==> config.mk <==
export PLATFORM = sky130hd
export DESIGN_NAME = fibo_datapath_flat
export DESIGN_NICKNAME = d
export VERILOG_FILES = /design/src/rtl/fibo_datapath_if.sv /design/src/rtl/fibo_datapath.sv /design/src/flat_wrapper.sv
export SDC_FILE = /design/constraint.sdc
export NUM_CORES = 1
export LEC_CHECK = 0
export ABC_AREA = 1
export CAP_MARGIN = 10
export CORE_MARGIN = 2
export CORE_UTILIZATION = 45
export DETAILED_ROUTE_END_ITERATION = 16
export PLACE_DENSITY = 0.78
export SLEW_MARGIN = 20
export SYNTH_ARGS = -nofsm -noshare
export SYNTH_HDL_FRONTEND = slang
export SYNTH_SLANG_ARGS = --single-unit
==> constraint.sdc <==
create_clock -name clk -period 4.24 [get_ports clk]
set_input_delay 0.636 -clock clk [delete_from_list [all_inputs] [get_ports clk]]
set_output_delay 0.636 -clock clk [all_outputs]
set_load 0.01 [all_outputs]
==> src/rtl/fibo_datapath_if.sv <==
// Controller-to-datapath bus for the Fibonacci engine: register file
// addressing, ALU opcode, write-back select and the returned status/data.
interface fibo_datapath_if #(
  parameter int unsigned size = 4
);
  logic [size-3:0] wrt_addr;
  logic            wrt_en;
  logic            load_data;
  logic [size-3:0] rd_addr1;
  logic [size-3:0] rd_addr2;
  logic [size-2:0] alu_opcode;
  logic [size-1:0] count;
  logic            zero_flag;
  logic [size-1:0] data;

  // Controller side: drives control and seed, observes write-back and status.
  modport master (
    output wrt_addr, wrt_en, load_data, rd_addr1, rd_addr2, alu_opcode, count,
    input  zero_flag, data
  );

  // Datapath side.
  modport slave (
    input  wrt_addr, wrt_en, load_data, rd_addr1, rd_addr2, alu_opcode, count,
    output zero_flag, data
  );
endinterface

==> src/rtl/fibo_datapath.sv <==
// Fibonacci engine datapath: 2^(size-2)-entry register file with two
// asynchronous read ports, an 8-operation ALU and a write-back mux that picks
// either the external seed (count) or the ALU result.
module fibo_datapath #(
  parameter int unsigned size = 4
) (
  input logic           clk,
  input logic           rst,
  fibo_datapath_if.slave bus
);

  localparam int unsigned addr_w = size - 2;
  localparam int unsigned op_w   = size - 1;
  localparam int unsigned depth  = 1 << addr_w;

  localparam logic [op_w-1:0] op_pass_a = op_w'(0);
  localparam logic [op_w-1:0] op_pass_b = op_w'(1);
  localparam logic [op_w-1:0] op_and    = op_w'(2);
  localparam logic [op_w-1:0] op_or     = op_w'(3);
  localparam logic [op_w-1:0] op_xor    = op_w'(4);
  localparam logic [op_w-1:0] op_sub    = op_w'(5);
  localparam logic [op_w-1:0] op_add    = op_w'(6);
  localparam logic [op_w-1:0] op_inc    = op_w'(7);

  logic [size-1:0] regs [depth];
  logic [size-1:0] opnd_a;
  logic [size-1:0] opnd_b;
  logic [size-1:0] alu_result;
  logic [size-1:0] wb_data;

  // Asynchronous reads; a write lands only at the edge, so there is no bypass.
  assign opnd_a = regs[bus.rd_addr1];
  assign opnd_b = regs[bus.rd_addr2];

  // ALU: all arithmetic wraps modulo 2^size, carry/borrow dropped.
  always_comb begin
    alu_result = '0;
    case (bus.alu_opcode)
      op_pass_a: alu_result = opnd_a;
      op_pass_b: alu_result = opnd_b;
      op_and:    alu_result = opnd_a & opnd_b;
      op_or:     alu_result = opnd_a | opnd_b;
      op_xor:    alu_result = opnd_a ^ opnd_b;
      op_sub:    alu_result = opnd_a - opnd_b;
      op_add:    alu_result = opnd_a + opnd_b;
      op_inc:    alu_result = opnd_a + size'(1);
      default:   alu_result = '0;
    endcase
  end

  // Write-back mux; the same value is exported and written to the register file.
  always_comb begin
    wb_data = bus.load_data ? bus.count : alu_result;
  end

  assign bus.data      = wb_data;
  // Status reflects the ALU alone, independent of the write-back select.
  assign bus.zero_flag = (alu_result == '0);

  // Register file update; reset takes priority over a same-cycle write.
  always_ff @(posedge clk) begin
    if (rst) begin
      regs <= '{default: '0};
    end else if (bus.wrt_en) begin
      regs[bus.wrt_addr] <= wb_data;
    end
  end

endmodule

==> src/flat_wrapper.sv <==
// flat-port wrapper written by rule: the top's interface ports become plain ports
module fibo_datapath_flat 
#(
  parameter int unsigned size = 4
)
  (clk, rst, bus_wrt_addr, bus_wrt_en, bus_load_data, bus_rd_addr1, bus_rd_addr2, bus_alu_opcode, bus_count, bus_zero_flag, bus_data);
  fibo_datapath_if #(.size(size)) bus_i ();
  input logic clk;
  input logic rst;
  input wire logic [$bits(bus_i.wrt_addr)-1:0] bus_wrt_addr;
  input wire logic [$bits(bus_i.wrt_en)-1:0] bus_wrt_en;
  input wire logic [$bits(bus_i.load_data)-1:0] bus_load_data;
  input wire logic [$bits(bus_i.rd_addr1)-1:0] bus_rd_addr1;
  input wire logic [$bits(bus_i.rd_addr2)-1:0] bus_rd_addr2;
  input wire logic [$bits(bus_i.alu_opcode)-1:0] bus_alu_opcode;
  input wire logic [$bits(bus_i.count)-1:0] bus_count;
  output wire logic [$bits(bus_i.zero_flag)-1:0] bus_zero_flag;
  output wire logic [$bits(bus_i.data)-1:0] bus_data;
  assign bus_i.wrt_addr = bus_wrt_addr;
  assign bus_i.wrt_en = bus_wrt_en;
  assign bus_i.load_data = bus_load_data;
  assign bus_i.rd_addr1 = bus_rd_addr1;
  assign bus_i.rd_addr2 = bus_rd_addr2;
  assign bus_i.alu_opcode = bus_alu_opcode;
  assign bus_i.count = bus_count;
  assign bus_zero_flag = bus_i.zero_flag;
  assign bus_data = bus_i.data;
  fibo_datapath #(.size(size)) u_core (.clk(clk), .rst(rst), .bus(bus_i));
endmodule
Word-level counts from Yosys, hierarchy flattened
Index checks and enable logic that the tools add are counted.
W data, S select, Z words.
{ "word_totals": {"regBits": 16, "input_bits": 17} }
{ "classes": {"addsub": 3, "magnitude_cmp": 4, "eq_ne": 7, "muxes": 11, "bitwise": 6, "n_reduce_logical": 3} }
{ "ops": {"columns": ["op", "count"], "rows": [
  ["$pmux W4 S8", 1],
  ["$mux W4", 6],
  ["$bmux W4 S2", 2],
  ["$bwmux W16", 1],
  ["$eq A3 B3 Y1 const B", 4],
  ["$ge A3 B3 Y1 const B", 3],
  ["$not A2 Y3", 3],
  ["$demux W4 S2", 1],
  ["$eq A3 B2 Y1 const B", 2],
  ["$add A4 B1 Y4 const B", 1],
  ["$add A4 B4 Y4", 1],
  ["$and A4 B4 Y4", 1],
  ["$logic_not A4 Y1", 1],
  ["$or A4 B4 Y4", 1],
  ["$sub A4 B4 Y4", 1],
  ["$xor A4 B4 Y4", 1],
  ["$eq A3 B1 Y1 const B", 1],
  ["$logic_not A3 Y1", 1],
  ["$lt A3 B1 Y1 const B", 1],
  ["$logic_and A1 B1 Y1", 1]
]} }

Longest topological paths before layout
Gate-level depths: netlist of the first run.
{ "depth": {"word_depth": 8, "depth_mapped": 21, "ltp_nobuf": 20} }

Worst setup path after synthesis of the first run
OpenSTA, ideal clock, no wires.
{ "synth_path": {"path_kind": "in2out", "start": "in bus_rd_addr2[0]", "end": "out bus_zero_flag", "t_arrival_ns": 2.781, "required_time_ns": 3.604, "setup_slack_ns": 0.823, "path_stages": 14, "path_cell_list": "buf_6 -> inv_6 -> nand2_2 -> nand3_2 -> nand2_2 -> ha_1 -> nand2_1 -> o21ai_0 -> fa_1 -> xnor2_1 -> o21ai_0 -> nor4b_2 -> nand2_1 -> a21oi_1"} }
{ "synth_via": {"elab_chain_cells": 7, "elab_cells_between_ends": 11} }
{ "synth_rtl": {"columns": ["item", "line", "rtl"], "rows": [
  ["start: declaration", "flat_wrapper.sv:14", "input wire logic [$bits(bus_i.rd_addr2)-1:0] bus_rd_addr2;"],
  ["$not A2 Y3 (implied by the code) (*)", "fibo_datapath.sv:33", "assign opnd_b = regs[bus.rd_addr2];"],
  ["$bmux W4 S2 (*)", "fibo_datapath.sv:33", null],
  ["$mux W4 (implied by the code) (*) (2 in a row)", "fibo_datapath.sv:33", null],
  ["$add A4 B4 Y4, or another cell as far along", "fibo_datapath.sv:45", "op_add: alu_result = opnd_a + opnd_b;"],
  ["$pmux W4 S8 (*)", "fibo_datapath.sv:38", "case (bus.alu_opcode)"],
  ["$logic_not A4 Y1 (*)", "fibo_datapath.sv:58", "assign bus.zero_flag = (alu_result == '0);"],
  ["end: declaration", "flat_wrapper.sv:17", "output wire logic [$bits(bus_i.zero_flag)-1:0] bus_zero_flag;"]
]} }
Every way passes the cells marked *; elsewhere a longest branch is shown, timed or not. The select of a mux whose other input is x is not followed.

Worst setup path in the final report of the first run
{ "layout_path": {"start": "in bus_rd_addr1[0]", "end": "out bus_data[1]"} }
{ "layout_via": {"elab_chain_cells": 7, "elab_cells_between_ends": 12} }
{ "layout_rtl": {"columns": ["item", "line", "rtl"], "rows": [
  ["start: declaration", "flat_wrapper.sv:13", "input wire logic [$bits(bus_i.rd_addr1)-1:0] bus_rd_addr1;"],
  ["$not A2 Y3 (implied by the code) (*)", "fibo_datapath.sv:32", "assign opnd_a = regs[bus.rd_addr1];"],
  ["$bmux W4 S2 (*)", "fibo_datapath.sv:32", null],
  ["$mux W4 (implied by the code) (*) (2 in a row)", "fibo_datapath.sv:32", null],
  ["$add A4 B1 Y4, or another cell as far along", "fibo_datapath.sv:46", "op_inc: alu_result = opnd_a + size'(1);"],
  ["$pmux W4 S8 (*)", "fibo_datapath.sv:38", null],
  ["$mux W4 (*)", "fibo_datapath.sv:53", "wb_data = bus.load_data ? bus.count : alu_result;"],
  ["end: declaration", "flat_wrapper.sv:18", "output wire logic [$bits(bus_i.data)-1:0] bus_data;"]
]} }
Marked as above.

==> qor.csv, run 1 <==
metric;value;unit
clk_lat worst skew;0.28;ns
CP Class;in -> out;
M1 WL;1890;um
setup ws final;0.200;ns
Mapped Area;1540;sq um
Worst EP arrival;3.40;ns
WL/cell;11.7;um
RSZ-0062 raised after global routing;false;
PwrDens;226;nW/um^2
Cell Count, Final, Fillers Out;326;
crit path capture type;primary output;
final core occ;60.7;%
Seq/Total Area, Yosys;20.8;%
Initial DRC Count;72;
Critical Path RT;3.60;ns
Pre-Repair DR Iteration Count;4;
CTS Buf Count;3;
total die area;3900;sq um
most frequent cells in the layout;nand2_1 (57), inv_1 (32), nand3_1 (23), buf_4 (23);
Hold WS;0.572;ns
Via density;4.95;
row count;21;
Clock power frac;16.5;%
root buffer cell;clkbuf_4;
Initial Util;46.4;%
die height;62.5;um
Syn-to-layout area delta;30.7;%
hpwl dp;3000;um
Ys Warns;0;
Seq cells post-synth;16;
post-synthesis cell type count;31;
Filler cells;329;
top sig layer;met4;
final wirelength;3830;um
dpl ws;-0.254;ns
Syn Inst Count;234;
Worst Tran Pin Value;0.822;ns
CP startpoint kind;input port;
post-layout minimum cycle time;4.04;ns
wire length on met3;154;um
Final period util;95.3;%
largest net degree at the start of global routing;14;
multi-input gate area in the final layout;1070;sq um
Routed Antenna Nets;0;
# diodes;0;
Max-Cap Viols;0;
total grt overflow;0;
Inst Count DP;320;
layout cell share with drive strength beyond 1;24.3;%
outcome;finished clean;
Pint;291;uW
via count;1614;
CTS Sinks;16;
Port Buffers;21;
core area;3310;sq um
commonest non-fill, non-tap cell in the layout;nand2_1;
Layout Nets;312;
Worst Clk Skew;0.00121;ns
FF+latch area;320;sq um
Top reg by flops;u_core.regs;
Die W;62.5;um
# DRC;0;
setup violators final;0;
max reg flops;16;
Tot GR Track Use;20.0;%
first-pass GRT wire length;6580;um
biggest regs;u_core.regs (16);
H-tree Lvls;1;
Max Root-Sink Buffers;2;
Sequential Power Share;36.5;%
clk slew on worst S/H paths;0.08;ns
Comb pwr share;47.0;%
Setup TNS;0;ns
post-cts hold buffer count;0;
CTS tree;yes;
worst rel slew slack;44.8;%
vias in the first global route;1492;
Sw Share;36.0;%
syn_area_per_cell;6.57;sq um
Max VDD drop;0.220;mV
crit path max fanout;8;
Psw;164;uW
pins over their slew limit;0;
Synthesized Nets;264;
antenna violations before repair;0;
Final Hold Viols;0;
WL met2;1760;um
Worst Hold Class;reg -> reg;
gp weighted congestion;0.880;
f_max;248;MHz
I/O pin count;22;
Leak Pwr;1.01;nW
-- power by group through the flow --
stage          Clock [mW]  Sequential, mW  Combinational [mW]
4_1_cts            0.0763           0.166               0.204
2_1_floorplan           0           0.166               0.121
3_3_place_gp            0           0.169               0.198
6_report           0.0750           0.166               0.214
5_1_grt            0.0827           0.167               0.239
3_5_place_dp            0           0.169               0.202
-- logic make-up after synthesis --
group	after synthesis	synth area share, %
xor+xnor	1	0.570
flops	16	20.8
buf+inv	40	11.0
fa+ha+maj	13	11.1
simple gates	123	40.4
compound gates	41	16.1
-- metal layers --
layer	global-route usage, %	vias to the layer above
li1	-	858
met1	29.0	706
met2	31.7	46
met3	1.80	4
met4	5.56	0
met5	0	-
-- worst max-delay path, cell delays in order --
cell and delay (ns):
clkdlybuf4s50_1 0.67, inv_4 0.08, nand2_1 0.07, nand3_1 0.06, nand2_1 0.12, inv_1 0.07
ha_1 0.22, fa_2 0.42, a221oi_2 0.24, nand3_1 0.14, buf_4 0.16, o21ai_2 0.17
inv_1 0.05, dlygate4sd2_1 0.28
-- stage by stage --
stage,power (mW),cell area [sq um]
after global placement,0.367,1950
after detailed placement,0.371,1950
after CTS,0.445,1980
after global routing,0.489,2010
final,0.455,2010
after floorplan,0.288,1540
-- repair_timing --
item                       4_1_cts  5_1_grt
setup buffers                    1        1
gates cloned                     0        1
pin swaps                        4        5
setup endpoints to repair        4        4
resized for setup                6        9
-- path summary, 6_finish.rpt --
check,depth (start not counted),slack (ns),to,from
min reg2reg,2,0.57,u_core.regs[10],u_core.regs[10]
max reg2reg,15,1.48,u_core.regs[6],u_core.regs[8]
min,2,0.57,u_core.regs[10],u_core.regs[10]
max,14,0.20,bus_data[1],bus_rd_addr1[0]
-- cell usage after synthesis (all sizes together) --
cell	n	area share, %
nand3	32	14
nor3	7	2.6
xnor2	1	0.57
nor4b	1	0.98
nand2	69	19
a21oi	14	4.6
fa	1	1.3
a211oi	1	1.3
inv	37	9.5
buf	2	1.2
a221oi	2	1.1
clkbuf	1	0.24
o22ai	3	1.2
dfxtp	16	21
o21ai	19	6.9
ha	12	9.8
nand4	1	0.41
or2	2	0.81
nor2	11	2.7
o21a	2	0.98
-- layout make-up --
type / instances / share of cell area, %
Sequential cell: 16 / 15.9
Tap cell: 46 / 2.86
Clock buffer: 3 / 1.12
Inverter: 37 / 7.29
Multi-Input combinational cell: 178 / 53.2
Timing Repair Buffer: 46 / 19.6
Note: power is estimated with default switching activity, not from simulation.
==> inputs of run 2 (changes only) <==
- TNS_END_PERCENT: default -> 10
==> qor.csv, run 2 (synthesis gave the netlist of run 1 again) <==
metric;value;unit;change
vias in the first global route;1495;;was 1492
Initial DRC Count;69;;was 72
Pre-Repair DR Iteration Count;4;;unchanged
Worst Hold Class;reg -> reg;;unchanged
PwrDens;225;nW/um^2;was 226 nW/um^2
crit path max fanout;9;;was 8
I/O pin count;22;;unchanged
Tot GR Track Use;20.0;%;unchanged
antenna violations before repair;0;;unchanged
f_max;246;MHz;was 248 MHz
CP Class;in -> out;;unchanged
row count;21;;unchanged
final wirelength;3740;um;was 3830 um
Routed Antenna Nets;0;;unchanged
CP bufs+invs;3;;was 6
Final period util;96.0;%;was 95.3%
biggest regs;u_core.regs (16);;unchanged
Cell Count, Final, Fillers Out;323;;was 326
CTS Sinks;16;;unchanged
core area;3310;sq um;unchanged
commonest non-fill, non-tap cell in the layout;nand2_1;;unchanged
CTS Buf Count;3;;unchanged
outcome;finished clean;;unchanged
clk_lat worst skew;0.28;ns;about the same
post-CTS setup buffers;0;;was 1
# diodes;0;;unchanged
CTS tree;yes;;unchanged
Max VDD drop;0.216;mV;was 0.220 mV
setup violators final;0;;unchanged
post-route cell area;2000;sq um;was 2010 sq um
post-layout minimum cycle time;4.07;ns;was 4.04 ns
Die W;62.5;um;unchanged
pins over their slew limit;0;;unchanged
clk slew on worst S/H paths;0.08;ns;about the same
max incr delay on CP;0.47;ns;was 0.67 ns
first-pass GRT wire length;6580;um;unchanged
crit path capture type;primary output;;unchanged
Worst Tran Pin Value;0.828;ns;was 0.822 ns
final core occ;60.4;%;was 60.7%
layout cell share with drive strength beyond 1;23.1;%;was 24.3%
CP cell instances;clkdlybuf4s50_1, buf_6, nand2_1, nand3_2, nand2_2, ha_1, o21a_1, nor3_2, ha_1, xnor2_1, o21ai_1, nor4b_2, nand2_1, a21oi_1, clkdlybuf4s15_1;;was clkdlybuf4s50_1, inv_4, nand2_1, nand3_1, nand2_1, inv_1, ha_1, fa_2, a221oi_2, nand3_1, buf_4, o21ai_2, inv_1, dlygate4sd2_1
total grt overflow;0;;unchanged
Final Hold Viols;0;;unchanged
Slowest-stage cell, CP;clkdlybuf4s50_1;;unchanged
RSZ-0062 raised after global routing;true;;was false
Max Root-Sink Buffers;2;;unchanged
root buffer cell;clkbuf_4;;unchanged
Layout Nets;309;;was 312
hpwl dp;3000;um;unchanged
post-cts hold buffer count;0;;unchanged
Stages on worst setup path;15;;was 14
Critical Path RT;3.60;ns;about the same
# DRC;0;;unchanged
total chip power;450;uW;was 455 uW
CP delay by family, top;buffers and inverters;;unchanged
worst rel slew slack;44.4;%;was 44.8%
total die area;3900;sq um;unchanged
Initial Util;46.4;%;unchanged
Max-Cap Viols;0;;unchanged
max reg flops;16;;unchanged
H-tree Lvls;1;;unchanged
gp weighted congestion;0.880;;unchanged
Area after DPL;1950;sq um;unchanged
most frequent cells in the layout;nand2_1 (57), inv_1 (32), nand3_1 (22);;was nand2_1 (57), inv_1 (32), nand3_1 (23), buf_4 (23)
Via density;4.89;;was 4.95
die height;62.5;um;unchanged
worst reg2reg path depth;15;;unchanged
Worst Clk Skew;0.00293;ns;was 0.00121 ns
hold depth;2;;unchanged
Worst EP arrival;3.43;ns;was 3.40 ns
multi-input gate area in the final layout;1070;sq um;about the same
Syn-to-layout area delta;29.9;%;was 30.7%
Top reg by flops;u_core.regs;;unchanged
Leak Pwr;1.00;nW;was 1.01 nW
largest net degree at the start of global routing;14;;unchanged
Filler cells;334;;was 329
CP startpoint kind;input port;;unchanged
Inst Count DP;320;;unchanged
WL/cell;11.6;um;was 11.7 um
FF+latch area;320;sq um;unchanged
Setup TNS;0;ns;unchanged
Port Buffers;21;;unchanged
via count;1578;;was 1614
-- run 2: worst register-to-register path: cells and delay by family (launching register included) --
kind / cells / cell delay [ns]
compound gates: 4 / 0.42
xor+xnor: 1 / 0.21
fa+ha+maj: 2 / 0.51
buf+inv: 3 / 0.42
flops: 1 / 0.37
simple gates: 5 / 0.69
-- run 2: path summary, 6_finish.rpt --
| check | start | end | slack [ns] |
|---|---|---|---|
| max reg2reg | u_core.regs[9] | u_core.regs[6] | 1.48 |
| max | bus_rd_addr2[0] | bus_zero_flag | 0.17 |
| min reg2reg | u_core.regs[10] | u_core.regs[10] | 0.57 |
| min | u_core.regs[10] | u_core.regs[10] | 0.57 |
-- run 2: repair_timing --
action                                  4_1_cts  5_1_grt
pin swaps                                     2        4
endpoints found under the setup margin        4        4
resized for setup                             5        9
-- run 2: per-layer routing --
layer / GRT usage [%] / vias up / part of all wire, %
met4: 5.56 / 0 / 1.7
li1: - / 854 / -
met3: 1.80 / 8 / 4.8
met2: 31.7 / 49 / 44
met1: 29.0 / 667 / 49
met5: 0 / - / 0
-- run 2: metrics by stage --
| stage | worst slack [ns] | hold WS, ns |
|---|---|---|
| 2_1_floorplan | 0.823 | 0.527 |
| 3_3_place_gp | -0.215 | 0.557 |
| 3_5_place_dp | -0.254 | 0.554 |
| 4_1_cts | -0.00251 | 0.572 |
| 5_1_grt | -0.0360 | 0.596 |
| 6_report | 0.170 | 0.572 |
-- run 2: where the power goes --
| group | internal, mW | switching [mW] | leakage (nW) |
|---|---|---|---|
| clock network | 0.0330 | 0.0424 | 0.0138 |
| registers | 0.158 | 0.00752 | 0.131 |
| logic | 0.0971 | 0.111 | 0.856 |
| total | 0.288 | 0.161 | 1.00 |
-- run 2: layout make-up --
| type | instances | share of cell area (%) |
|---|---|---|
| tap | 46 | 2.88 |
| multi-input combinational | 178 | 53.6 |
| timing repair buffer | 43 | 19.0 |
| inverter | 37 | 7.33 |
| sequential | 16 | 16.0 |
| clock buffer | 3 | 1.13 |
